File: config.mk
export PLATFORM = sky130hd
export DESIGN_NAME = multicycle_seq
export DESIGN_NICKNAME = d
export VERILOG_FILES = /design/src/rtl/core_pkg.sv /design/src/rtl/prio_enc.sv /design/src/rtl/multicycle_seq.sv
export SDC_FILE = /design/constraint.sdc
export NUM_CORES = 1
export LEC_CHECK = 0
export CORE_MARGIN = 3
export CORE_UTILIZATION = 47
export DETAILED_ROUTE_END_ITERATION = 16
export GPL_TIMING_DRIVEN = 0
export MAX_ROUTING_LAYER = met4
export PLACE_DENSITY = 0.85
export SLEW_MARGIN = 20
export SYNTH_ARGS = -nofsm -noshare
export SYNTH_HDL_FRONTEND = slang
export SYNTH_HIERARCHICAL = 1
export SYNTH_SLANG_ARGS = --single-unit
File: constraint.sdc
create_clock -name clk -period 3.6 [get_ports clk]
set_clock_uncertainty 0.1 [all_clocks]
set_input_delay 0.54 -clock clk [delete_from_list [all_inputs] [get_ports clk]]
set_output_delay 0.54 -clock clk [all_outputs]
set_load 0.01 [all_outputs]
File: src/rtl/core_pkg.sv
// Shared sequencer definitions: state encodings, channel-index width and parameter bounds.
package core_pkg;

    typedef enum logic [3:0] {
        ST_FETCH  = 4'd0,
        ST_DECODE = 4'd1,
        ST_EXEC   = 4'd2,
        ST_MEM    = 4'd3,
        ST_WB     = 4'd4,
        ST_IO_OUT = 4'd5,
        ST_IO_IN  = 4'd6
    } seq_state_t;

    localparam int MEM_LAT_MIN = 1;
    localparam int MEM_LAT_MAX = 15;
    localparam int N_IO_MIN    = 1;
    localparam int N_IO_MAX    = 8;

    // Wide enough to index N_IO_MAX channels.
    localparam int CH_W = 3;

endpackage

File: src/rtl/prio_enc.sv
// Lowest-index request select: one-hot grant plus binary index of the winning bit.
// Latency: combinational. Backpressure: none, pure decode of req.
// All-zero req gives onehot=0, idx=0.
module prio_enc
    import core_pkg::*;
#(
    parameter int N = 2
)(
    input  logic [N-1:0]    req,
    output logic [N-1:0]    onehot,
    output logic [CH_W-1:0] idx
);

    // Two's-complement trick isolates the lowest set bit.
    assign onehot = req & (~req + N'(1));

    always_comb begin
        idx = '0;
        for (int i = N - 1; i >= 0; i--) begin
            if (req[i]) idx = CH_W'(i);
        end
    end

endmodule

File: src/rtl/multicycle_seq.sv
// Multicycle instruction sequencer with byte I/O channels; SEQ_PERF_CNT_EN adds cyc_cnt/instret.
// Latency: FETCH and MEM take MEM_LAT cycles each, other states one cycle unless waiting on I/O.
// Backpressure: IO_OUT stalls on tx_busy[ch], IO_IN stalls until rx_ready[ch], EXEC stalls until a request or dec_ready.
module multicycle_seq
    import core_pkg::*;
#(
    parameter int              PC_W     = 32,
    parameter logic [PC_W-1:0] RESET_PC = '0,
    parameter int              N_IO     = 2,
    parameter int              MEM_LAT  = 1
)(
    input  logic              clk,
    input  logic              rst,
    input  logic              dec_ready,
    input  logic [N_IO-1:0]   out_req,
    input  logic [N_IO-1:0]   in_req,
    input  logic [N_IO-1:0]   tx_busy,
    input  logic [N_IO-1:0]   rx_ready,
    input  logic [8*N_IO-1:0] rx_data,
    input  logic              br_taken,
    input  logic [PC_W-1:0]   br_addr,
    output logic [PC_W-1:0]   pc,
    output logic [3:0]        state,
    output logic              mem_en,
    output logic              mem_sel_data,
    output logic              wb_en,
    output logic              in_valid,
    output logic [31:0]       in_data,
    output logic [N_IO-1:0]   tx_start
`ifdef SEQ_PERF_CNT_EN
    ,
    output logic [31:0]       cyc_cnt,
    output logic [31:0]       instret
`endif
);

    seq_state_t      state_q, state_d;
    logic [3:0]      wait_cnt;
    logic [N_IO-1:0] ch_oh;
    logic [CH_W-1:0] ch_idx;
    logic [N_IO-1:0] pe_req, pe_oh;
    logic [CH_W-1:0] pe_idx;
    logic            wait_done, ch_busy, ch_rx;
    logic [7:0]      rx_byte;

    // Output requests outrank input requests, so the encoder sees whichever class wins.
    assign pe_req = (|out_req) ? out_req : in_req;

    prio_enc #(.N(N_IO)) u_prio_enc (
        .req    (pe_req),
        .onehot (pe_oh),
        .idx    (pe_idx)
    );

    assign wait_done = (wait_cnt == 4'(MEM_LAT - 1));
    assign ch_busy   = |(tx_busy & ch_oh);
    assign ch_rx     = |(rx_ready & ch_oh);

    always_comb begin
        rx_byte = '0;
        for (int i = 0; i < N_IO; i++) begin
            if (ch_idx == CH_W'(i)) rx_byte = rx_data[8*i +: 8];
        end
    end

    always_ff @(posedge clk) begin
        if (rst) state_q <= ST_FETCH;
        else     state_q <= state_d;
    end

    always_comb begin
        state_d = state_q;
        case (state_q)
            ST_FETCH:  if (wait_done) state_d = ST_DECODE;
            ST_DECODE: state_d = ST_EXEC;
            ST_EXEC: begin
                if (|out_req)      state_d = ST_IO_OUT;
                else if (|in_req)  state_d = ST_IO_IN;
                else if (dec_ready) state_d = ST_MEM;
            end
            ST_IO_OUT: if (!ch_busy) state_d = ST_MEM;
            ST_IO_IN:  if (ch_rx)    state_d = ST_MEM;
            ST_MEM:    if (wait_done) state_d = ST_WB;
            ST_WB:     state_d = ST_FETCH;
            default:   state_d = ST_FETCH;
        endcase
    end

    always_ff @(posedge clk) begin
        if (rst) begin
            pc       <= RESET_PC;
            wait_cnt <= '0;
            ch_oh    <= '0;
            ch_idx   <= '0;
            in_valid <= 1'b0;
            in_data  <= '0;
            tx_start <= '0;
        end else begin
            tx_start <= '0;
            if ((state_q == ST_FETCH || state_q == ST_MEM) && !wait_done)
                wait_cnt <= wait_cnt + 4'd1;
            else
                wait_cnt <= '0;
            if (state_q == ST_EXEC && ((|out_req) || (|in_req))) begin
                ch_oh  <= pe_oh;
                ch_idx <= pe_idx;
            end
            if (state_q == ST_IO_OUT && !ch_busy)
                tx_start <= ch_oh;
            if (state_q == ST_IO_IN && ch_rx) begin
                in_valid <= 1'b1;
                in_data  <= {24'b0, rx_byte};
            end
            if (state_q == ST_WB) begin
                pc       <= br_taken ? br_addr : pc + PC_W'(4);
                in_valid <= 1'b0;
                in_data  <= '0;
            end
        end
    end

    assign state        = state_q;
    assign mem_en       = (state_q == ST_FETCH) || (state_q == ST_MEM);
    assign mem_sel_data = (state_q == ST_MEM);
    assign wb_en        = (state_q == ST_WB);

`ifdef SEQ_PERF_CNT_EN
    always_ff @(posedge clk) begin
        if (rst) begin
            cyc_cnt <= '0;
            instret <= '0;
        end else begin
            cyc_cnt <= cyc_cnt + 32'd1;
            if (state_q == ST_WB) instret <= instret + 32'd1;
        end
    end
`endif

endmodule

; Word level (Yosys, flattened, before mapping)
; Cells that the tools add are included.
; Widths: inputs -> output; s select.
[op_classes]
add_sub_neg = 3
eq_ne = 12
mux = 14
bitwise = 6
n_reduce_logical = 19
[ops]
columns = op, n
row1 = $add 32x3->32 const B, 1
row2 = $mux 32, 1
row3 = $mux 4, 7
row4 = $pmux 4 s6, 1
row5 = $mux 8, 2
row6 = $reduce_or 2->1, 7
row7 = $eq 4x3->1 const B, 3
row8 = $eq 4x2->1 const B, 2
row9 = $logic_not 4->1, 2
row10 = $and 2x2->2, 3
row11 = $ne 2x2->1 const B, 3
row12 = $reduce_and 5->1, 1
row13 = $add 4x1->4 const B, 1
row14 = $eq 4x1->1 const B, 1
row15 = $logic_and 1x1->1, 4
row16 = $ne 4x4->1 const B, 1
row17 = $eq 3x1->1 const B, 1
row18 = $logic_not 3->1, 1
row19 = $add 2x1->2 const B, 1
row20 = $logic_not 1->1, 2
row21 = $logic_or 1x1->1, 2
row22 = $mux 1, 2
row23 = $mux 2, 1
row24 = $ne 2x1->1 const B, 1
row25 = 2 further kinds, 3
[totals]
ff_bits = 56

; Depth between registers and ports, before layout
; Gate-level depths: netlist (run 1).
[logic_depth]
ltp_word = 6
ltp_mapped = 8

; Modules after synthesis
; Netlist (run 1), hierarchy kept.
[by_module_without_submodules]
columns = module, instances, cells_per_inst, area_per_inst_um2
row1 = multicycle_seq, 1, 424, 3253.1
row2 = prio_enc, 1, 6, 47.5

; Worst setup path after synthesis (run 1)
; No wires, ideal clock.
[synth_path]
path_type = flip-flop to output port
start = reg state_q[2] (netlist: state[2])
end = out wb_en
arrival_time_ps = 1336
t_required_ps = 2960
path_slack_ps = 1624
path_stages_with_launch = 6
cell_sequence = dfxtp_1 buf_2 or3b_4 inv_2 buf_4 buf_2
[synth_via]
elab_chain_len = 1
[synth_rtl]
columns = element, line
row1 = "start, declared", multicycle_seq.sv:37  ; seq_state_t state_q, state_d;
row2 = "start signal, assigned", multicycle_seq.sv:68  ; else state_q <= state_d;
row3 = $eq 4x3->1, multicycle_seq.sv:125  ; assign wb_en = (state_q == ST_WB);
row4 = "end, declared", multicycle_seq.sv:26  ; output logic wb_en,
; Every way passes these cells.

; Worst setup path after layout (run 1)
; Ends and elaborated chain as after synthesis.

==> out/results.txt, run 1 <==
Status - finished clean
Post-synth top area share - 33.36%
Clock power frac - 29.4%
CTS root buffer - clkbuf_8
CTS max path bufs - 2
Fmax - 332.3 MHz
Clk sinks - 55
Grt total ovfl - 0
Critical Path RT - 2.96 ns
Internal power - 0.9943 mW
Post-synth top area cell - dfxtp_1
Sw frac - 26.88%
Maximum vdd ir drop - 0.1789 mV
Drt wl/cell - 16.07 µm
Fin util - 71.33%
Total track usage - 26.23%
R2R cell count - 6
WL final - 10640 µm
Hold Path Stages - 2
Post-DP HPWL - 8190 µm
Clock latency on the worst-skew pair - 0.32 ns
Floorplan row count - 29
H-tree Lvls - 2
Worst-path fanout max - 10
Top cells by area, synth - dfxtp_1 (33%), buf_4 (6.8%), a21oi_1 (5.0%)
Max-slew headroom - 45.33%
Hold Startpoint - in_valid
Leakage - 1.707 nW
DIE WIDTH - 89.80 µm
Sequential fraction of the synthesis area - 33.36%
Initial antenna violation count - 0
Syn Inst Count - 430
CTS clock-pin slew for the worst setup and hold paths - 0.09 ns
Worst Setup Start Kind - flip-flop
Antenna cell count - 0
Synth cell types - 59
# hold bufs at CTS - 0
Initial Utilization - 50.26%
Full die area - 8064 µm²
Crit. End Element - primary output
Vias in the first global route - 3605
Post-CTS setup buffers - 0
Setup TNS - 0 ns
RR Startpoint - pc[2]
Setup-failing EPs final - 0
ANT nets after route - 0
R2R setup slack - 1.29 ns
Primary FF master, synth - dfxtp_1
Nets - 632
Vias per inst - 5.619
Syn avg cell area - 7.676 µm²
First-pass DRT Iterations - 5
Buffers on Ports - 107
Hold Crit Endpoint - in_valid
HP Class - reg2reg
Vias post-DR - 3720
FF-to-FF End - pc[26]
Slew @ Worst Pin - 0.8125 ns
Global-route wire length before repair - 17350 µm
WS Path Type - reg2out
Unrepaired setup endpoints after global routing - false
Final hold violation count - 0
Largest net degree at the start of global routing - 16
Period utilization - 83.59%
Slew Limit Fails - 0
Reg power frac - 47.9%
Drt initial violations - 279
Ys async rst share - 0%
Routability cong. - 0.9503
Synthesis-stage register bit count - 55
Clock period minus worst slack - 3.009 ns
CORE AREA - 6568 µm²
PwrDens - 290.3 nW/µm²
Arr. time, crit path - 2.37 ns
Synthesized area - 3301 µm²
Residual DRC - 0
CTS tree - built
Die H - 89.80 µm
Max-Cap Viols - 0
Comb power frac - 22.7%
P_sw - 0.3654 mW
PostCTS Resize Cnt - 0
Number of synthesized flops with an enable pin - 0
P&R area growth vs syn - 41.93%
Share of post-route cells with drive strength above 1 - 11.07%
Ys Warns - 6
IO Pins - 134
CTS Buf Count - 5
[kinds of logic after synthesis]
logic type	Yosys count	synth area share, %
and+or+nand+nor	174	26.72
xor gates and xnor gates	2	0.5308
adders and majority gates	3	1.137
AOI/OAI and AO/OA	113	22.14
muxes	12	3.677
DFF	55	33.36
other	2	0.2275
buffers and inverters	69	12.21
[cells in the mapped netlist, types with 3 or more instances]
cell,count
nand4_1,8
nor2_1,43
and2_1,3
a22oi_1,4
nor3_1,23
buf_4,30
a31oi_1,11
mux2i_1,11
nand2_1,39
buf_2,12
a21o_1,3
a21oi_1,33
inv_1,10
or3_1,3
nor2b_1,4
dfxtp_1,55
and3_1,4
clkbuf_1,9
o21ai_0,25
ha_1,3
a32o_1,3
o31ai_1,3
nand3_1,25
nor4_1,8
a211oi_1,11
o41ai_1,3
[per-layer routing]
metal / wire [µm] / track usage (%)
met5: 0 / -
met4: 263 / 9.451
met3: 817 / 4.508
met2: 5265 / 44.86
met1: 4291 / 31.11
[cell usage in the layout (no fill, tap or decap), types with 3 or more instances in the layout]
| master | n |
|---|---|
| or3_1 | 3 |
| o21ai_0 | 25 |
| nand3_1 | 25 |
| ha_1 | 3 |
| nor2b_1 | 4 |
| nor2_1 | 43 |
| a22oi_1 | 4 |
| o31ai_1 | 3 |
| mux2i_1 | 11 |
| a32o_1 | 3 |
| buf_2 | 12 |
| clkdlybuf4s50_1 | 107 |
| inv_1 | 10 |
| a21o_1 | 3 |
| dfxtp_1 | 55 |
| and2_1 | 3 |
| and3_1 | 4 |
| buf_4 | 30 |
| nor4_1 | 8 |
| a31oi_1 | 11 |
| nor3_1 | 23 |
| a211oi_1 | 11 |
| clkbuf_1 | 10 |
| o41ai_1 | 3 |
| conb_1 | 27 |
| clkbuf_8 | 5 |
| nand4_1 | 8 |
| a21oi_1 | 33 |
| nand2_1 | 39 |
[critical path, stage by stage, from the launching register on]
cell             delay [ns]
dfxtp_1                0.33
buf_2                  0.18
or3b_4                 0.44
inv_2                  0.09
buf_4                  0.17
buf_2                  0.27
clkdlybuf4s50_1        0.58
[how the worst max path moves through the flow]
stage / start / end / slack, ns / cells past startpoint
floorplan: state[2] / wb_en / 1.62 / 5
global placement: state[2] / wb_en / 0.94 / 6
detailed placement: br_taken / pc[14] / 0.94 / 5
CTS: state[2] / wb_en / 0.61 / 6
global route: state[2] / wb_en / 0.51 / 6
finish: state[2] / wb_en / 0.59 / 6
[state kept, by name, summed over array words and instances, names as in the netlist]
signal / flops
ch_idx: 3
ch_oh: 2
in_data: 8
in_valid: 1
pc: 32
state: 3
tx_start: 2
wait_cnt: 4
[cell type report]
type	instances	area, µm²
clock buffer	6	72.57
buffer	56	354.1
timing repair buffer	107	1071
multi-input combinational	331	1891
sequential	55	1101
inverter	13	48.80
fill	549	1883
clock inverter	1	30.03
tap	93	116.4
[metrics by stage]
step	setup slack, ns	total power, mW	hold WS (ns)	cell area [µm²]	cells
final	0.5908	1.360	0.3572	4684	662
after global routing	0.5082	1.422	0.3789	4684	662
after CTS	0.6079	1.358	0.3597	4684	662
after detailed placement	0.9361	0.9667	0.3463	4582	655
after global placement	0.9408	0.9632	0.3367	4582	655
after floorplan	1.624	0.8213	0.3297	3395	455
[power by group through the flow]
stage / clock network [mW] / registers (mW) / logic, mW
final: 0.400 / 0.651 / 0.308
after global routing: 0.434 / 0.655 / 0.333
after CTS: 0.404 / 0.651 / 0.303
after detailed placement: 0 / 0.665 / 0.302
after global placement: 0 / 0.664 / 0.299
after floorplan: 0 / 0.668 / 0.153
Power figures use the tool's default switching activity.
==> inputs of run 2 (changes only) <==
--- a/config.mk
+++ b/config.mk
@@ -6,11 +6,11 @@
 export NUM_CORES = 1
 export LEC_CHECK = 0
 export CORE_MARGIN = 3
-export CORE_UTILIZATION = 47
+export CORE_UTILIZATION = 44
 export DETAILED_ROUTE_END_ITERATION = 16
 export GPL_TIMING_DRIVEN = 0
 export MAX_ROUTING_LAYER = met4
-export PLACE_DENSITY = 0.85
+export PLACE_DENSITY = 0.81
 export SLEW_MARGIN = 20
 export SYNTH_ARGS = -nofsm -noshare
 export SYNTH_HDL_FRONTEND = slang
==> constraint.sdc (replaced) <==
create_clock -name clk -period 2.9 [get_ports clk]
set_clock_uncertainty 0.1 [all_clocks]
set_input_delay 0.435 -clock clk [delete_from_list [all_inputs] [get_ports clk]]
set_output_delay 0.435 -clock clk [all_outputs]
set_load 0.01 [all_outputs]
==> run 2 against run 1 <==
Routed wire length down 2.6%. Critical path type unchanged. Sequential power up 24%. First-iteration DRC count down 4.3%.
==> out/results.txt, run 2 (synthesized netlist as in run 1, its figures left out) <==
Setup-failing EPs final - 0 (unchanged)
CTS tree - built
Family with the most delay on the worst path - buffers and inverters
Maximum vdd ir drop - 0.1975 mV (+10%)
CTS clock-pin slew for the worst setup and hold paths - 0.10 ns (about the same)
P&R area growth vs syn - 41.43%
Vias per inst - 5.565 (-0.97%)
# hold bufs at CTS - 0 (unchanged)
Setup TNS - 0 ns (unchanged)
Levels on crit path - 5 (-1)
Share of post-route cells with drive strength above 1 - 11.09% (+0.019 points)
CORE AREA - 7019 µm² (+6.9%)
Largest net degree at the start of global routing - 20 (+4)
Fillcell total - 629 (+15%)
WS Path Type - reg2out
Max reg flops - 32 (unchanged)
Fin util - 66.51% (-4.8 points)
Max-slew headroom - 44.70% (-0.64 points)
Drt wl/cell - 15.60 µm (-2.9%)
WL final - 10360 µm (-2.6%)
Top Registers - pc (32), in_data (8), wait_cnt (4)
Reg area - 1101 µm² (unchanged)
HP Class - reg2reg
IO Pins - 134 (unchanged)
Critical Path RT - 2.37 ns (-0.59 ns)
Reg with most FFs - pc
Footprint of the multi-input gates - 1891 µm² (unchanged)
Crit. End Element - primary output
Period utilization - 93.73%
First-pass DRT Iterations - 6 (+1)
CTS Buf Count - 5 (unchanged)
DIE WIDTH - 92.61 µm (+3.1%)
Final hold violation count - 0 (unchanged)
Unrepaired setup endpoints after global routing - false
Slowest cell on crit path - clkdlybuf4s50_1
Vias in the first global route - 3473 (-3.7%)
Status - finished clean
Post-DP Area - 4586 µm² (about the same)
Grt total ovfl - 0 (unchanged)
Floorplan row count - 30 (+3.4%)
Initial Utilization - 47.02% (-3.2 points)
Buffers on Ports - 107 (unchanged)
H-tree Lvls - 2 (unchanged)
Antenna cell count - 0 (unchanged)
CP peak stage delay - 0.58 ns (about the same)
Total track usage - 24.28% (-1.9 points)
Clock latency on the worst-skew pair - 0.31 ns (about the same)
Global-route wire length before repair - 16590 µm (-4.4%)
R2R cell count - 6 (unchanged)
Post-CTS setup buffers - 0 (unchanged)
Post-DP HPWL - 7901 µm (-3.5%)
Leakage - 1.698 nW (-0.57%)
Clk sinks - 55 (unchanged)
R2R setup slack - 0.62 ns (-0.67 ns)
Slew @ Worst Pin - 0.8220 ns (+0.009451 ns)
RR Startpoint - pc[2]
Worst Setup Start Kind - flip-flop
CTS max path bufs - 2 (unchanged)
Hold Path Stages - 2 (unchanged)
Cell Chain, Critical Path - buf_2, or3b_4, inv_2, buf_4, clkdlybuf4s50_1
Drt initial violations - 267 (-4.3%)
Full die area - 8577 µm² (+6.4%)
Most frequent cells in the layout - clkdlybuf4s50_1 (107), dfxtp_1 (55), nor2_1 (43)
Crit path buffers/inverters - 4 (-1)
Hold Crit Endpoint - in_valid
Most common cell after layout, fill and taps aside - clkdlybuf4s50_1
Die H - 92.61 µm (+3.1%)
Worst-path fanout max - 19 (+9)
Nets - 631 (-0.16%)
Hold Startpoint - in_valid
Arr. time, crit path - 2.18 ns (-0.19 ns)
ANT nets after route - 0 (unchanged)
Routability cong. - 0.9520 (+0.18%)
Design area - 4668 µm² (-0.35%)
Residual DRC - 0 (unchanged)
Max-Cap Viols - 0 (unchanged)
Slew Limit Fails - 0 (unchanged)
Final Total Pwr - 1.628 mW (+20%)
PwrDens - 348.7 nW/µm² (+20%)
FF-to-FF End - pc[26]
Fmax - 367.9 MHz
Clock period minus worst slack - 2.718 ns
Vias post-DR - 3695 (-0.67%)
Initial antenna violation count - 0 (unchanged)
CTS root buffer - clkbuf_8
run 2: cell types whose count changed in the layout (fill, tap and decap cells not counted):
cell	delta
bufinv_16	-1
buf_2	-1
clkbuf_1	-1
clkinv_2	+1
clkbuf_8	+1
run 2: worst max path at each step:
stage                        start      to  slack, ns
after floorplan              pc[2]  pc[16]        1.0
after global placement    br_taken  pc[18]       0.31
after detailed placement  br_taken  pc[18]       0.27
after CTS                 state[2]   wb_en       0.18
after global routing      state[2]   wb_en       0.11
final                     state[2]   wb_en       0.18
run 2: through the flow:
step	setup slack (ns)	hold WS (ns)	std cells
3_5_place_dp	0.2707	0.3400	658
4_1_cts	0.1835	0.3551	664
6_report	0.1817	0.3522	664
3_3_place_gp	0.3103	0.3331	658
5_1_grt	0.1139	0.3868	664
2_1_floorplan	0.9990	0.3297	455
run 2: worst reg2reg max path: stages, from the launching register on:
cell and delay [ns]:
dfxtp_1 0.47, ha_1 0.28, nand3_1 0.36, nor4_4 0.51
a41o_1 0.24, a21oi_1 0.07, a211oi_2 0.18
run 2: final cells by class:
cell class | instances | share of cell area (%)
clock inverters | 1 | 0.1072
multi-input cells | 331 | 40.50
repair buffers | 107 | 22.94
flip-flops and latches | 55 | 23.59
inverters | 13 | 1.045
plain buffers | 55 | 7.478
well taps | 96 | 2.573
clock buffers | 6 | 1.769
run 2: per-layer routing:
layer  GRT usage [%]  wire (µm)  up-vias
met3           4.793        857       22
met5               -          0        -
met1           30.17       4381     1690
met4           8.791        199        0
met2           39.34       4918      202
li1                -          -     1781
run 2: power breakdown:
part,leakage (nW),switching (mW),internal [mW]
combinational,1.21,0.179,0.200
sequential,0.444,0.0294,0.779
clock,0.0470,0.252,0.188
total,1.70,0.460,1.17
run 2: timing repair:
action                     CTS  global route
hold endpoints to repair     0             0
resized for setup            0             0
setup endpoints to repair    1             0
